**src/rtl/x_input_buffer_pkg.sv**
```systemverilog
// x_input_buffer shared definitions.
// Geometry of the input matrix and FSM state encoding.
package x_input_buffer_pkg;

    localparam int DATA_W = 8;
    localparam int ROWS   = 4;
    localparam int COLS   = 8;
    localparam int ROW_W  = COLS * DATA_W;
    localparam int NELEM  = ROWS * COLS;
    localparam int CNT_W  = 5;
    localparam int COL_W  = 3;

    typedef enum logic [1:0] {
        LOAD = 2'd0,
        FULL = 2'd1,
        RUN  = 2'd2
    } state_t;

endpackage

```
**src/rtl/x_input_buffer_if.sv**
```systemverilog
// x_input_buffer byte-stream handshake.
// Carries the valid/ready input stream.
interface x_input_buffer_if;
    import x_input_buffer_pkg::*;

    logic              in_valid;
    logic [DATA_W-1:0] in_data;
    logic              in_ready;

    modport master (
        output in_valid,
        output in_data,
        input  in_ready
    );

    modport slave (
        input  in_valid,
        input  in_data,
        output in_ready
    );

endinterface

```
**src/rtl/x_row_reg.sv**
```systemverilog
// x_row_reg: one matrix row.
// Byte write by column index, or rotate left by one element.
module x_row_reg
    import x_input_buffer_pkg::*;
(
    input  logic              clk,
    input  logic              rst,
    input  logic              wr_en,
    input  logic [COL_W-1:0]  wr_col,
    input  logic [DATA_W-1:0] wr_data,
    input  logic              rot_en,
    output logic [ROW_W-1:0]  row
);

    // Column 0 sits at the top byte; rotation recirculates it to the bottom.
    always_ff @(posedge clk) begin
        if (rst) begin
            row <= '0;
        end else if (wr_en) begin
            for (int c = 0; c < COLS; c++) begin
                if (wr_col == COL_W'(c)) begin
                    row[ROW_W-1-DATA_W*c -: DATA_W] <= wr_data;
                end
            end
        end else if (rot_en) begin
            row <= {row[ROW_W-DATA_W-1:0], row[ROW_W-1 -: DATA_W]};
        end
    end

endmodule

```
**src/rtl/x_input_buffer.sv**
```systemverilog
// x_input_buffer: packs a byte stream into four rows
// and rotates them on ALU request.
module x_input_buffer
    import x_input_buffer_pkg::*;
(
    input  logic             clk,
    input  logic             rst,
    x_input_buffer_if.slave  in_if,
    input  logic             X_shift,
    input  logic             ALU_done,
    output logic [ROW_W-1:0] X_reg1,
    output logic [ROW_W-1:0] X_reg2,
    output logic [ROW_W-1:0] X_reg3,
    output logic [ROW_W-1:0] X_reg4,
    output logic             buf_full,
    output logic [CNT_W-1:0] rot_cnt,
    output logic             shift_err
);

    state_t           state_q;
    state_t           state_d;
    logic [CNT_W-1:0] cnt_q;
    logic [CNT_W-1:0] rot_q;
    logic             err_q;
    logic             accept;
    logic             rot_en;
    logic             release_buf;
    logic [ROWS-1:0]  wr_en;
    logic [ROW_W-1:0] rows [ROWS];

    // Next state, handshake and rotate strobe; ALU_done beats X_shift.
    always_comb begin
        state_d     = state_q;
        accept      = 1'b0;
        rot_en      = 1'b0;
        release_buf = 1'b0;
        in_if.in_ready = (state_q == LOAD);
        unique case (state_q)
            LOAD: begin
                accept = in_if.in_valid;
                if (accept && cnt_q == CNT_W'(NELEM - 1)) begin
                    state_d = FULL;
                end
            end
            FULL, RUN: begin
                if (ALU_done) begin
                    release_buf = 1'b1;
                    state_d     = LOAD;
                end else if (X_shift) begin
                    rot_en  = 1'b1;
                    state_d = RUN;
                end
            end
            default: state_d = LOAD;
        endcase
    end

    // Row write enables decoded from the upper counter bits.
    always_comb begin
        wr_en = '0;
        for (int r = 0; r < ROWS; r++) begin
            wr_en[r] = accept && (cnt_q[4:3] == 2'(r));
        end
    end

    // State, byte counter, rotation counter and sticky error.
    always_ff @(posedge clk) begin
        if (rst) begin
            state_q <= LOAD;
            cnt_q   <= '0;
            rot_q   <= '0;
            err_q   <= 1'b0;
        end else begin
            state_q <= state_d;
            if (release_buf) begin
                cnt_q <= '0;
                rot_q <= '0;
            end else begin
                if (accept) cnt_q <= cnt_q + 1'b1;
                if (rot_en) rot_q <= rot_q + 1'b1;
            end
            if (state_q == LOAD && X_shift) err_q <= 1'b1;
        end
    end

    for (genvar r = 0; r < ROWS; r++) begin : g_row
        x_row_reg u_row (
            .clk     (clk),
            .rst     (rst),
            .wr_en   (wr_en[r]),
            .wr_col  (cnt_q[2:0]),
            .wr_data (in_if.in_data),
            .rot_en  (rot_en),
            .row     (rows[r])
        );
    end

    assign X_reg1    = rows[0];
    assign X_reg2    = rows[1];
    assign X_reg3    = rows[2];
    assign X_reg4    = rows[3];
    assign buf_full  = (state_q != LOAD);
    assign rot_cnt   = rot_q;
    assign shift_err = err_q;

endmodule

```
**src/flat_wrapper.sv**
```systemverilog
// flat-port wrapper written by rule: the top's interface ports become plain ports
module x_input_buffer_flat import x_input_buffer_pkg::*;
  (clk, rst, X_shift, ALU_done, X_reg1, X_reg2, X_reg3, X_reg4, buf_full, rot_cnt, shift_err, in_if_in_valid, in_if_in_data, in_if_in_ready);
  x_input_buffer_if in_if_i ();
  input  logic clk;
  input  logic rst;
  input  logic X_shift;
  input  logic ALU_done;
  output logic [ROW_W-1:0] X_reg1;
  output logic [ROW_W-1:0] X_reg2;
  output logic [ROW_W-1:0] X_reg3;
  output logic [ROW_W-1:0] X_reg4;
  output logic buf_full;
  output logic [CNT_W-1:0] rot_cnt;
  output logic shift_err;
  input wire logic [$bits(in_if_i.in_valid)-1:0] in_if_in_valid;
  input wire logic [$bits(in_if_i.in_data)-1:0] in_if_in_data;
  output wire logic [$bits(in_if_i.in_ready)-1:0] in_if_in_ready;
  assign in_if_i.in_valid = in_if_in_valid;
  assign in_if_i.in_data = in_if_in_data;
  assign in_if_in_ready = in_if_i.in_ready;
  x_input_buffer u_core (.clk(clk), .rst(rst), .in_if(in_if_i), .X_shift(X_shift), .ALU_done(ALU_done), .X_reg1(X_reg1), .X_reg2(X_reg2), .X_reg3(X_reg3), .X_reg4(X_reg4), .buf_full(buf_full), .rot_cnt(rot_cnt), .shift_err(shift_err));
endmodule
```
**config.mk**
```make
export PLATFORM = sky130hd
export DESIGN_NAME = x_input_buffer_flat
export DESIGN_NICKNAME = d
export VERILOG_FILES = /design/src/rtl/x_input_buffer_pkg.sv /design/src/rtl/x_input_buffer_if.sv /design/src/rtl/x_row_reg.sv /design/src/rtl/x_input_buffer.sv /design/src/flat_wrapper.sv
export SDC_FILE = /design/constraint.sdc
export NUM_CORES = 1
export LEC_CHECK = 0
export ABC_AREA = 1
export BUFFER_PORTS_ARGS = -buffer_cell sky130_fd_sc_hd__buf_2
export CORE_MARGIN = 2
export CORE_UTILIZATION = 50
export DETAILED_ROUTE_END_ITERATION = 6
export PLACE_DENSITY = 0.86
export SLEW_MARGIN = 15
export SYNTH_ARGS = -nofsm -noshare
export SYNTH_HDL_FRONTEND = slang
export SYNTH_SLANG_ARGS = --single-unit
```
**constraint.sdc**
```tcl
create_clock -name clk -period 2.1 [get_ports clk]
set_clock_uncertainty 0.2 [all_clocks]
set_input_delay 0.21 -clock clk [delete_from_list [all_inputs] [get_ports clk]]
set_output_delay 0.21 -clock clk [all_outputs]
set_load 0.02 [all_outputs]
```
==> impl_metrics.csv <==
group,metric,value,unit
timing,hold_viol_final,0,
floorplan,die_y,170,um
critical_path,critPathTopFamily,"buffers and inverters",
cells_and_area,fin_nets,2661,
global_route,antenna_found_initial,1,
floorplan,die-area,28800,um2
critical_path,r2r_slack,60,ps
clock_tree,cts_tree,"done",
global_route,grt_pass1_wl,70.6,mm
detailed_routing,drtIter0Drc,1914,
logic_synthesis,synthCells,2325,
floorplan,die_w,170,um
detailed_routing,wl_per_cell,15.6,um
logic_synthesis,async_flop_share,0,
power_and_ir_drop,ir_worst_vdd,546,uV
logic_synthesis,synth.mux.area_fraction,0,
detailed_routing,vias_per_cell,5.22,
clock_tree,clkSinkCount,269,
critical_path,cp_slowest_cell,"dfxtp_1",
detailed_routing,post-route-drc-count,0,
logic_synthesis,ys_types,20,
logic_synthesis,ys.flop_type,"dfxtp_1",
global_route,grt_max_degree,65,
power_and_ir_drop,p_leak,10.7,nW
logic_synthesis,synth_area,13700,um2
logic_synthesis,synth_top_family_by_area,"simple AND/OR/NAND/NOR gates",
cells_and_area,final_layout_size_suffix_gt1_frac,0.184,
critical_path,reg2reg_from,"u_core.state_q[1]",
place,place_area,16000,um2
clock_tree,cts_max_level,1,
global_route,track_usage,0.303,
timing,final.min_clock_period,2040,ps
logic_synthesis,yosysSeqAreaShare,0.392,
place,dpl.hpwl,31.7,mm
logic_synthesis,syn_nets,2348,
min_path,holdCritStartpoint,"in_if_in_data[0]",
power_and_ir_drop,power_switching,3.84,mW
logic_synthesis,synth-seq-cells,269,
floorplan,boundaryPins,277,
critical_path,path_buf_inv,4,
clock_tree,cts-buffers-inserted,30,
timing,fin_crit_sh,0.970,
power_and_ir_drop,p_per_area,759,nW/um2
floorplan,initial_core_util,0.509,
logic_synthesis,synth_top_cells_by_area,"dfxtp_1 (39%), nand2_1 (20%), nor2_1 (15%)",
min_path,hp-class,"in -> reg",
logic_synthesis,synth_top_area_share,0.392,
critical_path,crit_required,2340,ps
detailed_routing,first_pass_iters,5,
logic_synthesis,synth-compound-area-share,0.0301,
critical_path,r2r_cells,10,
logic_synthesis,synth-edff-count,0,
logic_synthesis,netlist_top_cells_count,"nand2_1 (721), nor2_1 (540), nand3_1 (292)",
power_and_ir_drop,seq_power_share,0.423,
detailed_routing,vias,15663,
global_route,busiest_layer,"met2",
clock_tree,root_buffer,"clkbuf_16",
detailed_routing,ant_nets,0,
flow_run,maxCapViolCount,0,
power_and_ir_drop,p_int,9.43,mW
place,port_buffers,276,
place,gp_congestion,0.902,
global_route,grtUsageMet2,0.485,
timing,maxSlewHeadroom,0.666,
critical_path,end_kind,"flop",
critical_path,critPathArrivalTime,2280,ps
critical_path,cpPeakStageDelay,360,ps
run_status,run_status,"complete, no violations",
global_route,overflow,0,
power_and_ir_drop,p_comb_frac,0.166,
detailed_routing,drt_wl_total,46.8,mm
global_route,grt_pass1_vias,13872,
critical_path,cp-start-kind,"flop",
logic_synthesis,yosys.area_share.adder,0.00912,
power_and_ir_drop,pwr-share-clk,0.412,
timing,finalSetupViolCount,0,
clock_tree,cts_buffer_depth,3,
global_route,use_met3,0.0623,
critical_path,critPathKind,"reg -> reg",
critical_path,reg2reg_to,"u_core.g_row[3].u_row.row[37]",
logic_synthesis,yosys.area.top_type,"dfxtp_1",
logic_synthesis,synthSimpleGateAreaFrac,0.456,
critical_path,worstSetupStartpoint,"u_core.state_q[1]",
clock_tree,clock_latency,560,ps
min_path,min_to,"u_core.g_row[3].u_row.row[8]",
critical_path,crit_fanout,10,
logic_synthesis,synth_most_common_cell,"nand2_1",
min_path,min_path_cells,5,
timing,worst_pin_slew,500,ps
global_route,grt_use_met1,0.403,
timing,fmax,491,MHz
power_and_ir_drop,p_sw_frac,0.289,
critical_path,crit_top_cell,"nor2_1",
floorplan,rows,60,
logic_synthesis,yosys_warnings,0,
cells_and_area,final_util,0.648,
logic_synthesis,synth-xor-area-share,0.00128,
cells_and_area,final_area,17500,um2
cells_and_area,syn_to_final_growth,27.3,%
floorplan,fp.coreArea,27000,um2
logic_synthesis,syn_avg_cell_area,5.90,um2
timing,slew_viol_final,0,
critical_path,path_cells,"inv_1 -> ha_4 -> nand3_4 -> buf_8 -> nor2_2 -> buf_6 -> nor2_1 -> buf_4 -> nor2_1 -> nor2_1",
clock_tree,cts.reportedPaths.clkPinSlew,60,ps
## stage by stage
step,TNS (ps),hold WS (ps),power [mW],cells,setup WS [ps]
2_1_floorplan,0,79.1,7.07,2325,70.9
3_3_place_gp,-173,246,7.75,2934,-31.1
3_5_place_dp,-4120,256,7.80,2934,-90.6
4_1_cts,-173,78.2,13.2,2991,-39.4
5_1_grt,-9.02,65.5,13.8,3000,-6.16
6_report,0,44.5,13.3,3001,63.7
## layout make-up
| type | count | area (um2) |
|---|---|---|
| clock buffer | 42 | 897 |
| antenna | 1 | 2.50 |
| inverter | 310 | 1170 |
| fill | 2393 | 9480 |
| timing repair buffer | 373 | 2480 |
| tap | 341 | 427 |
| multi-input combinational | 1654 | 6990 |
| sequential | 269 | 5390 |
| clock inverter | 11 | 130 |
## flip-flops by register name, indices dropped and copies added, names as in the netlist
name                    flops
u_core.g_row.u_row.row    256
u_core.cnt_q                5
u_core.rot_cnt              5
u_core.state_q              2
u_core.shift_err            1
## worst min-delay path, delay by kind of cell
| family | cells | cell delay, ps |
|---|---|---|
| compound gates | 1 | 90 |
| buf+inv | 1 | 210 |
| simple gates | 3 | 250 |
## per-layer routing
layer  part of all wire  vias to the layer above
met5                  0                        -
met4              0.039                        0
met3               0.11                      142
met2               0.45                      884
met1               0.40                     6988
li1                   -                     7649
## power groups by stage
| stage | clock, mW | combinational, mW | sequential, mW |
|---|---|---|---|
| after global routing | 5.72 | 2.43 | 5.63 |
| final | 5.46 | 2.20 | 5.61 |
| after CTS | 5.50 | 2.13 | 5.59 |
| after floorplan | 0 | 1.14 | 5.93 |
| after global placement | 0 | 2.05 | 5.70 |
| after detailed placement | 0 | 2.10 | 5.70 |
## layout by cell type, fill, tap and decap left out, drive strengths merged
cell type | Yosys | routed
o21bai | 1 | 1
dlygate4sd3 | 0 | 4
diode | 0 | 1
inv | 308 | 310
clkbuf | 65 | 49
dfxtp | 269 | 269
nor2 | 546 | 546
bufinv | 0 | 3
buf | 27 | 362
nor3 | 1 | 1
xor2 | 2 | 2
clkinv | 2 | 8
nand3 | 292 | 292
a21oi | 10 | 10
o21ai | 71 | 71
ha | 10 | 10
nand2 | 721 | 721
## timing repair
item                                   4_1_cts  5_1_grt
resized for setup                           12       45
pin swaps                                    0        4
setup endpoints to repair                  213      251
endpoints found under the hold margin       35        0
hold buffers                                 4        0
setup buffers                                0        2
cloned                                       0        7
## cell families after synthesis
kind of cell | Yosys count
buf+inv | 402
fa+ha+maj | 10
flops | 269
xor+xnor | 2
simple gates | 1560
compound gates | 82
## worst max-delay path by stage
stage	end	cells past startpoint
5_1_grt	u_core.g_row[3].u_row.row[37]	10
3_3_place_gp	u_core.g_row[3].u_row.row[63]	11
3_5_place_dp	u_core.g_row[3].u_row.row[57]	9
2_1_floorplan	u_core.g_row[3].u_row.row[48]	11
6_report	u_core.g_row[3].u_row.row[37]	10
4_1_cts	u_core.g_row[3].u_row.row[41]	9
Note: power is estimated with default switching activity, not from simulation.
